`config.mk`:
```
export PLATFORM = sky130hd
export DESIGN_NAME = cba_serial_adder
export DESIGN_NICKNAME = d
export VERILOG_FILES = /design/src/rtl/cba_pkg.sv /design/src/rtl/cba_slice4.sv /design/src/rtl/cba_serial_adder.sv
export SDC_FILE = /design/constraint.sdc
export NUM_CORES = 1
export LEC_CHECK = 0
export CORE_MARGIN = 2
export CORE_UTILIZATION = 26
export CTS_CLUSTER_DIAMETER = 50
export DETAILED_ROUTE_END_ITERATION = 10
export GPL_TIMING_DRIVEN = 0
export PLACE_DENSITY = 0.57
export SKIP_CTS_REPAIR_TIMING = 1
export SLEW_MARGIN = 0
export SYNTH_ARGS = -nofsm -noshare
export SYNTH_HDL_FRONTEND = slang
export SYNTH_HIERARCHICAL = 1
export SYNTH_SLANG_ARGS = --single-unit
```
`constraint.sdc`:
```
create_clock -name clk -period 2.09 [get_ports clk]
set_input_delay 0.3135 -clock clk [delete_from_list [all_inputs] [get_ports clk]]
set_output_delay 0.3135 -clock clk [all_outputs]
set_load 0.05 [all_outputs]
```
`src/rtl/cba_pkg.sv`:
```
// Shared definitions for the carry-bypass serial adder.
//   SLICE_W            : nibble width handled per clock
//   state_e            : controller states
//   slice_bypass_carry : carry select of a carry-bypass slice
package cba_pkg;

  localparam int SLICE_W = 4;

  typedef enum logic [1:0] {
    ST_IDLE,
    ST_RUN,
    ST_DONE
  } state_e;

  // A fully propagating slice forwards its carry-in unchanged, so the
  // ripple result is skipped in that case.
  function automatic logic slice_bypass_carry(input logic p,
                                              input logic cin,
                                              input logic ripple_c);
    return p ? cin : ripple_c;
  endfunction

endpackage

```
`src/rtl/cba_slice4.sv`:
```
// Combinational 4-bit carry-bypass adder slice.
//   a4, b4 : slice operands
//   ci     : carry into bit 0 of the slice
//   s4     : slice sum
//   co     : slice carry out (bypass-selected)
//   p      : slice propagate (all bits a^b set)
//   c3     : carry into bit 3 (only with CBA_SERIAL_OVF_EN)
module cba_slice4
  import cba_pkg::*;
(
  input  logic [SLICE_W-1:0] a4,
  input  logic [SLICE_W-1:0] b4,
  input  logic               ci,
  output logic [SLICE_W-1:0] s4,
  output logic               co,
  output logic               p
`ifdef CBA_SERIAL_OVF_EN
  ,
  output logic               c3
`endif
);

  logic [SLICE_W:0] rsum;

  assign rsum = {1'b0, a4} + {1'b0, b4} + {{SLICE_W{1'b0}}, ci};
  assign s4   = rsum[SLICE_W-1:0];
  assign p    = &(a4 ^ b4);
  assign co   = slice_bypass_carry(p, ci, rsum[SLICE_W]);

`ifdef CBA_SERIAL_OVF_EN
  // Sum bit = a ^ b ^ carry-in, so the carry into the top bit falls out directly.
  assign c3 = s4[SLICE_W-1] ^ a4[SLICE_W-1] ^ b4[SLICE_W-1];
`endif

endmodule

```
`src/rtl/cba_serial_adder.sv`:
```
// Multi-cycle wide adder: one 4-bit carry-bypass slice per clock.
// Optional feature macro: CBA_SERIAL_OVF_EN (adds signed overflow output ovf).
//   clk, rst             : clock, async active-high reset
//   in_valid / in_ready  : operand handshake (a, b, cin)
//   out_valid / out_ready: result handshake (sum, cout[, ovf])
//   busy                 : high while slices are being added
module cba_serial_adder
  import cba_pkg::*;
#(
  parameter int WIDTH = 16
) (
  input  logic             clk,
  input  logic             rst,
  input  logic             in_valid,
  output logic             in_ready,
  input  logic [WIDTH-1:0] a,
  input  logic [WIDTH-1:0] b,
  input  logic             cin,
  output logic             out_valid,
  input  logic             out_ready,
  output logic [WIDTH-1:0] sum,
  output logic             cout,
  output logic             busy
`ifdef CBA_SERIAL_OVF_EN
  ,
  output logic             ovf
`endif
);

  localparam int NSL   = WIDTH / SLICE_W;
  localparam int IDX_W = (NSL > 1) ? $clog2(NSL) : 1;

  generate
    if ((WIDTH % SLICE_W) != 0 || WIDTH < SLICE_W) begin : g_bad_width
      $error("cba_serial_adder: WIDTH must be a multiple of 4 and >= 4");
    end
  endgenerate

  state_e             state_q, state_d;
  logic [WIDTH-1:0]   a_sh_q, a_sh_d, b_sh_q, b_sh_d;
  logic [WIDTH-1:0]   sum_q, sum_d;
  logic [IDX_W-1:0]   idx_q, idx_d;
  logic               carry_q, carry_d;
  logic               cout_q, cout_d;

  logic [SLICE_W-1:0] slice_s;
  logic               slice_co, slice_p;
  logic               last_slice;

`ifdef CBA_SERIAL_OVF_EN
  logic               slice_c3;
  logic               ovf_q, ovf_d;
`endif

  // Operands are shifted right each cycle, so the active slice is always the low nibble.
  cba_slice4 u_slice (
    .a4 (a_sh_q[SLICE_W-1:0]),
    .b4 (b_sh_q[SLICE_W-1:0]),
    .ci (carry_q),
    .s4 (slice_s),
    .co (slice_co),
    .p  (slice_p)
`ifdef CBA_SERIAL_OVF_EN
    ,
    .c3 (slice_c3)
`endif
  );

  assign last_slice = (idx_q == IDX_W'(NSL - 1));

  always_ff @(posedge clk or posedge rst) begin
    if (rst) begin
      state_q <= ST_IDLE;
      a_sh_q  <= '0;
      b_sh_q  <= '0;
      sum_q   <= '0;
      idx_q   <= '0;
      carry_q <= 1'b0;
      cout_q  <= 1'b0;
`ifdef CBA_SERIAL_OVF_EN
      ovf_q   <= 1'b0;
`endif
    end else begin
      state_q <= state_d;
      a_sh_q  <= a_sh_d;
      b_sh_q  <= b_sh_d;
      sum_q   <= sum_d;
      idx_q   <= idx_d;
      carry_q <= carry_d;
      cout_q  <= cout_d;
`ifdef CBA_SERIAL_OVF_EN
      ovf_q   <= ovf_d;
`endif
    end
  end

  always_comb begin
    state_d = state_q;
    a_sh_d  = a_sh_q;
    b_sh_d  = b_sh_q;
    sum_d   = sum_q;
    idx_d   = idx_q;
    carry_d = carry_q;
    cout_d  = cout_q;
`ifdef CBA_SERIAL_OVF_EN
    ovf_d   = ovf_q;
`endif
    case (state_q)
      ST_IDLE: begin
        if (in_valid) begin
          a_sh_d  = a;
          b_sh_d  = b;
          carry_d = cin;
          idx_d   = '0;
          state_d = ST_RUN;
        end
      end
      ST_RUN: begin
        a_sh_d  = a_sh_q >> SLICE_W;
        b_sh_d  = b_sh_q >> SLICE_W;
        carry_d = slice_co;
        sum_d[idx_q*SLICE_W +: SLICE_W] = slice_s;
        if (last_slice) begin
          cout_d  = slice_co;
`ifdef CBA_SERIAL_OVF_EN
          ovf_d   = slice_c3 ^ slice_co;
`endif
          state_d = ST_DONE;
        end else begin
          idx_d = idx_q + 1'b1;
        end
      end
      ST_DONE: begin
        if (out_ready) state_d = ST_IDLE;
      end
      default: state_d = ST_IDLE;
    endcase
  end

  assign in_ready  = (state_q == ST_IDLE);
  assign out_valid = (state_q == ST_DONE);
  assign busy      = (state_q == ST_RUN);
  assign sum       = sum_q;
  assign cout      = cout_q;
`ifdef CBA_SERIAL_OVF_EN
  assign ovf       = ovf_q;
`endif

  // Bypass must agree with ripple: a propagating slice passes its carry-in straight out.
  a_bypass_carry : assert property (@(posedge clk) disable iff (rst)
    (state_q == ST_RUN && slice_p) |-> (slice_co == carry_q));

endmodule

```
# Word-level counts from Yosys, hierarchy flattened
# Cells that the tools add are included.
# totals
reg_bits	54
latch_bits	0
mem_bits_rw	0
romBits	0
elab_cells	43
memories	0
# classes
n_addsub	4
mul	0
div	0
magnitude_cmp	0
n_eq_ne	7
shift	2
muxes	15
bitwise	1
reduce_logical	7
# op_table
operator	n
16-bit case mux with 2 select lines	2
4-bit negator with 34-bit output	1
4-bit by 34-bit variable shift with 16-bit output, first input constant	1
4-bit by 34-bit indexed part select with 16-bit output	1
16-bit two-way mux	2
16-bit bitwise mux	1
2-bit two-way mux	5
2-bit case mux with 3 select lines	1
3-bit AND reduction	2
4-bit by 4-bit adder with 5-bit output	1
5-bit by 1-bit adder with 5-bit output	1
2-bit == test, second input constant	2
2-bit by 1-bit != test with 1-bit output, second input constant	2
2-bit != test, second input constant	2
2-bit case mux with 2 select lines	1
2-bit AND reduction	2
4-bit AND reduction	1
4-bit bitwise XOR	1
2-bit by 1-bit adder with 2-bit output, second input constant	1
2-bit by 1-bit == test with 1-bit output, second input constant	1
2-bit zero test	1
1-bit two-way mux	2
1-bit case mux with 2 select lines	1
2-bit nonzero test	1

# Longest topological paths before layout
# depth
ltp_word	4
mapped_depth	8

# Modules after synthesis
# The synthesis kept the hierarchy.
# modules_own_cells
mod	n_inst	cells_each	area_per_inst_um2
cba_serial_adder	1	210	2772.7
cba_slice4	1	25	182.7

# Worst setup path before layout
# OpenSTA, ideal clock, no wires.
# synth_path
path_kind	register to register
start	reg a_sh_q[0]
end	reg sum_q[5] (netlist: sum[5])
t_arrival_ns	1.827
t_required_ns	1.962
path_slack_ns	0.135
stages_incl_launch_ff	7
path_buffers	0
synth_period_minus_slack_ns	1.955
cell_sequence	dfrtp_1 -> inv_1 -> fa_1 -> fa_1 -> inv_1 -> and4b_1 -> mux2_1
# synth_between
elab_chain_cells	4
# synth_rtl
item	line	source
start: declaration	cba_serial_adder.sv:40	logic [WIDTH-1:0] a_sh_q, a_sh_d, b_sh_q, b_sh_d;
start signal: assignment	cba_serial_adder.sv:85	a_sh_q <= a_sh_d;
4-bit by 4-bit adder with 5-bit output	cba_slice4.sv:25	assign rsum = {1'b0, a4} + {1'b0, b4} + {{SLICE_W{1'b0}}, ci};
5-bit by 1-bit adder with 5-bit output	cba_slice4.sv:25	
named net slice_s[1]	cba_serial_adder.sv:46	logic [SLICE_W-1:0] slice_s;
4-bit by 34-bit indexed part select with 16-bit output	cba_serial_adder.sv:122	sum_d[idx_q*SLICE_W +: SLICE_W] = slice_s;
16-bit bitwise mux	cba_serial_adder.sv:122	
end signal: assignment	cba_serial_adder.sv:87	sum_q <= sum_d;
end: declaration	cba_serial_adder.sv:41	logic [WIDTH-1:0] sum_q, sum_d;
# The timed path passes the listed nets, and every way through them passes these cells.
# A chain may end at the register's enable or synchronous reset.

# Worst setup path after layout
# layout_path
start	reg state_q[0]
end	out out_valid
# layout_between
elab_chain_cells	1
# layout_rtl
item	line	source
start: declaration	cba_serial_adder.sv:39	state_e state_q, state_d;
start signal: assignment	cba_serial_adder.sv:84	state_q <= state_d;
2-bit == test	cba_serial_adder.sv:141	assign out_valid = (state_q == ST_DONE);
end: declaration	cba_serial_adder.sv:19	output logic out_valid,
# Every way passes these cells.

==> impl_metrics.tcl <==
set metrics [dict create \
    drv_cap 0 \
    cp.arrival_ns 1.73 \
    place_area_um2 3700 \
    period_share_pct 97.9 \
    final_area_um2 3950 \
    crit_type "register to output pin" \
    core-area_um2 10900 \
    report.final.slew_viol_count 0 \
    grt_max_degree 36 \
    clk_latency_ns 0.29 \
    cp_max_fo 10 \
    drt_wl_total_um 6620 \
    fill_cells 1111 \
    rows 38 \
    first_pass_iters 4 \
    numCtsBuffers 5 \
    start_kind "register" \
    period_needed_ns 2.05 \
    nets 352 \
    die_h_um 111 \
    final_antenna_net_count 0 \
    powerDensity_nw_per_um2 1690 \
    multiInputGateArea_um2 1460 \
    synth.net_count 282 \
    layout_setup_ws_ns 0.0432 \
    vdd_ir_drop_max_mv 0.580 \
    grt_pass1_wl_um 10700 \
    hold_violations 0 \
    synth_area_um2 2950 \
    synth.avg_cell_area_um2 12.6 \
    vias 2010 \
    min_path_type "primary input to asynchronous set/reset pin" \
    pin_count 57 \
    p_leak_nw 1.77 \
    cp-end-kind "output pin" \
    viasPerCell 4.52 \
    fmax_mhz 489 \
    cts-root-buf "clkbuf_16" \
    path_clk_slew_ns 0.07 \
    syn-instance-count 234 \
    post-place-ws_ns -0.154 \
    worst_r2r_endpoint "sum[5]" \
    reg2reg_slack_ns 0.07 \
    r2r-start "b_sh_q[0]" \
    yosys_warnings 6 \
    status "completed" \
    fin_skew_ns 0.00598 \
    final.setup.tns_ns 0 \
    reg2regPathDepth 6 \
    drive_gt1_share_pct 28.5 \
    clk_path_buf_depth 2 \
    worstPathRequired_ns 1.78 \
    die-area_um2 12200 \
    layoutNonFillerInstCount 445 \
    grt-ovfl-total 0 \
    cts.htree.levels 2 \
    drc 0 \
    dpl.cell_count 430 \
    antenna_found_initial 0 \
    ff_latch_area_um2 1350 \
    num_antenna_cells 0 \
    worstMarginPinSlew_ns 0.515 \
    grt_pass1_vias 2081 \
    fin_util_pct 36.1 \
    cts_tree "done" \
    area_growth_pct 33.7 \
    rsz0062_at_grt "true" \
    clock_sinks 54 \
    maxSlewHeadroom_pct 65.5 \
    portBuffers 55 \
    track_usage_pct 10.8 \
    start_util_pct 27.0 \
    die_w_um 111 \
    gp_congestion 0.766 \
    setup_viol 0 \
    drtIter0Drc 61 \
    wl_per_cell_um 14.9 \
    post-dp-hpwl_um 4890 \
]
worst max-delay path, stage by stage, from the launching register on:
cell and delay [ns]:
dfrtp_1 0.34, buf_2 0.22, clkbuf_1 0.37, nand2b_1 0.19
inv_1 0.08, clkbuf_2 0.24
routing by layer:
layer / vias to the layer above / GRT usage (%) / wire (µm)
met4: 0 / 3.00 / 69
li1: 975 / - / -
met3: 8 / 2.31 / 289
met1: 981 / 14.3 / 3110
met2: 46 / 17.8 / 3140
met5: - / 0 / 0
layout by cell type, fill, tap and decap left out, types with 4 or more instances in the layout:
cell type / instances
clkbuf_16: 5
inv_2: 5
o32ai_1: 4
o32ai_2: 5
buf_4: 7
ha_1: 9
buf_2: 6
clkbuf_1: 4
buf_6: 4
mux2_4: 19
a22o_1: 4
nand2b_1: 4
mux2_2: 24
inv_1: 21
nand2_1: 12
clkdlybuf4s50_1: 52
mux2_1: 10
a32o_1: 4
dfrtp_1: 54
metrics by stage:
stage                     power, mW  hold WS [ns]
final                          6.65         0.352
after global routing           7.08         0.396
after CTS                      6.45         0.369
after detailed placement       5.49         0.466
after global placement         5.42         0.459
after floorplan                4.49         0.405
registers in the layout (all words and copies together) (netlist names):
register	cells
idx_q	2
sum	16
a_sh_q	16
cout	1
state_q	2
b_sh_q	16
carry_q	1
final cells by class:
type	instances	area share, %
buffer	12	2.00
timing repair buffer	63	15.7
tap	140	4.44
inverter	26	2.47
sequential	54	34.2
clock buffer	7	3.36
clock inverter	1	0.761
multi-input combinational	142	37.0
how the worst max path moves through the flow:
| stage | start | endpoint | slack, ns | cells past startpoint |
|---|---|---|---|---|
| after floorplan | a_sh_q[0] | sum[5] | 0.14 | 6 |
| after global placement | rst | b_sh_q[14] | -0.64 | 2 |
| after detailed placement | a_sh_q[0] | sum[2] | -0.15 | 6 |
| after CTS | state_q[0] | out_valid | -0.45 | 5 |
| after global routing | state_q[0] | out_valid | -0.06 | 5 |
| final | state_q[0] | out_valid | 0.04 | 5 |
report_power, final:
group | switching (mW) | total, mW | internal (mW)
Combinational | 2.06 | 3.95 | 1.88
Sequential | 0.276 | 1.76 | 1.49
Clock | 0.376 | 0.943 | 0.568
Total | 2.71 | 6.65 | 3.94
(Power assumes the default switching activity.)
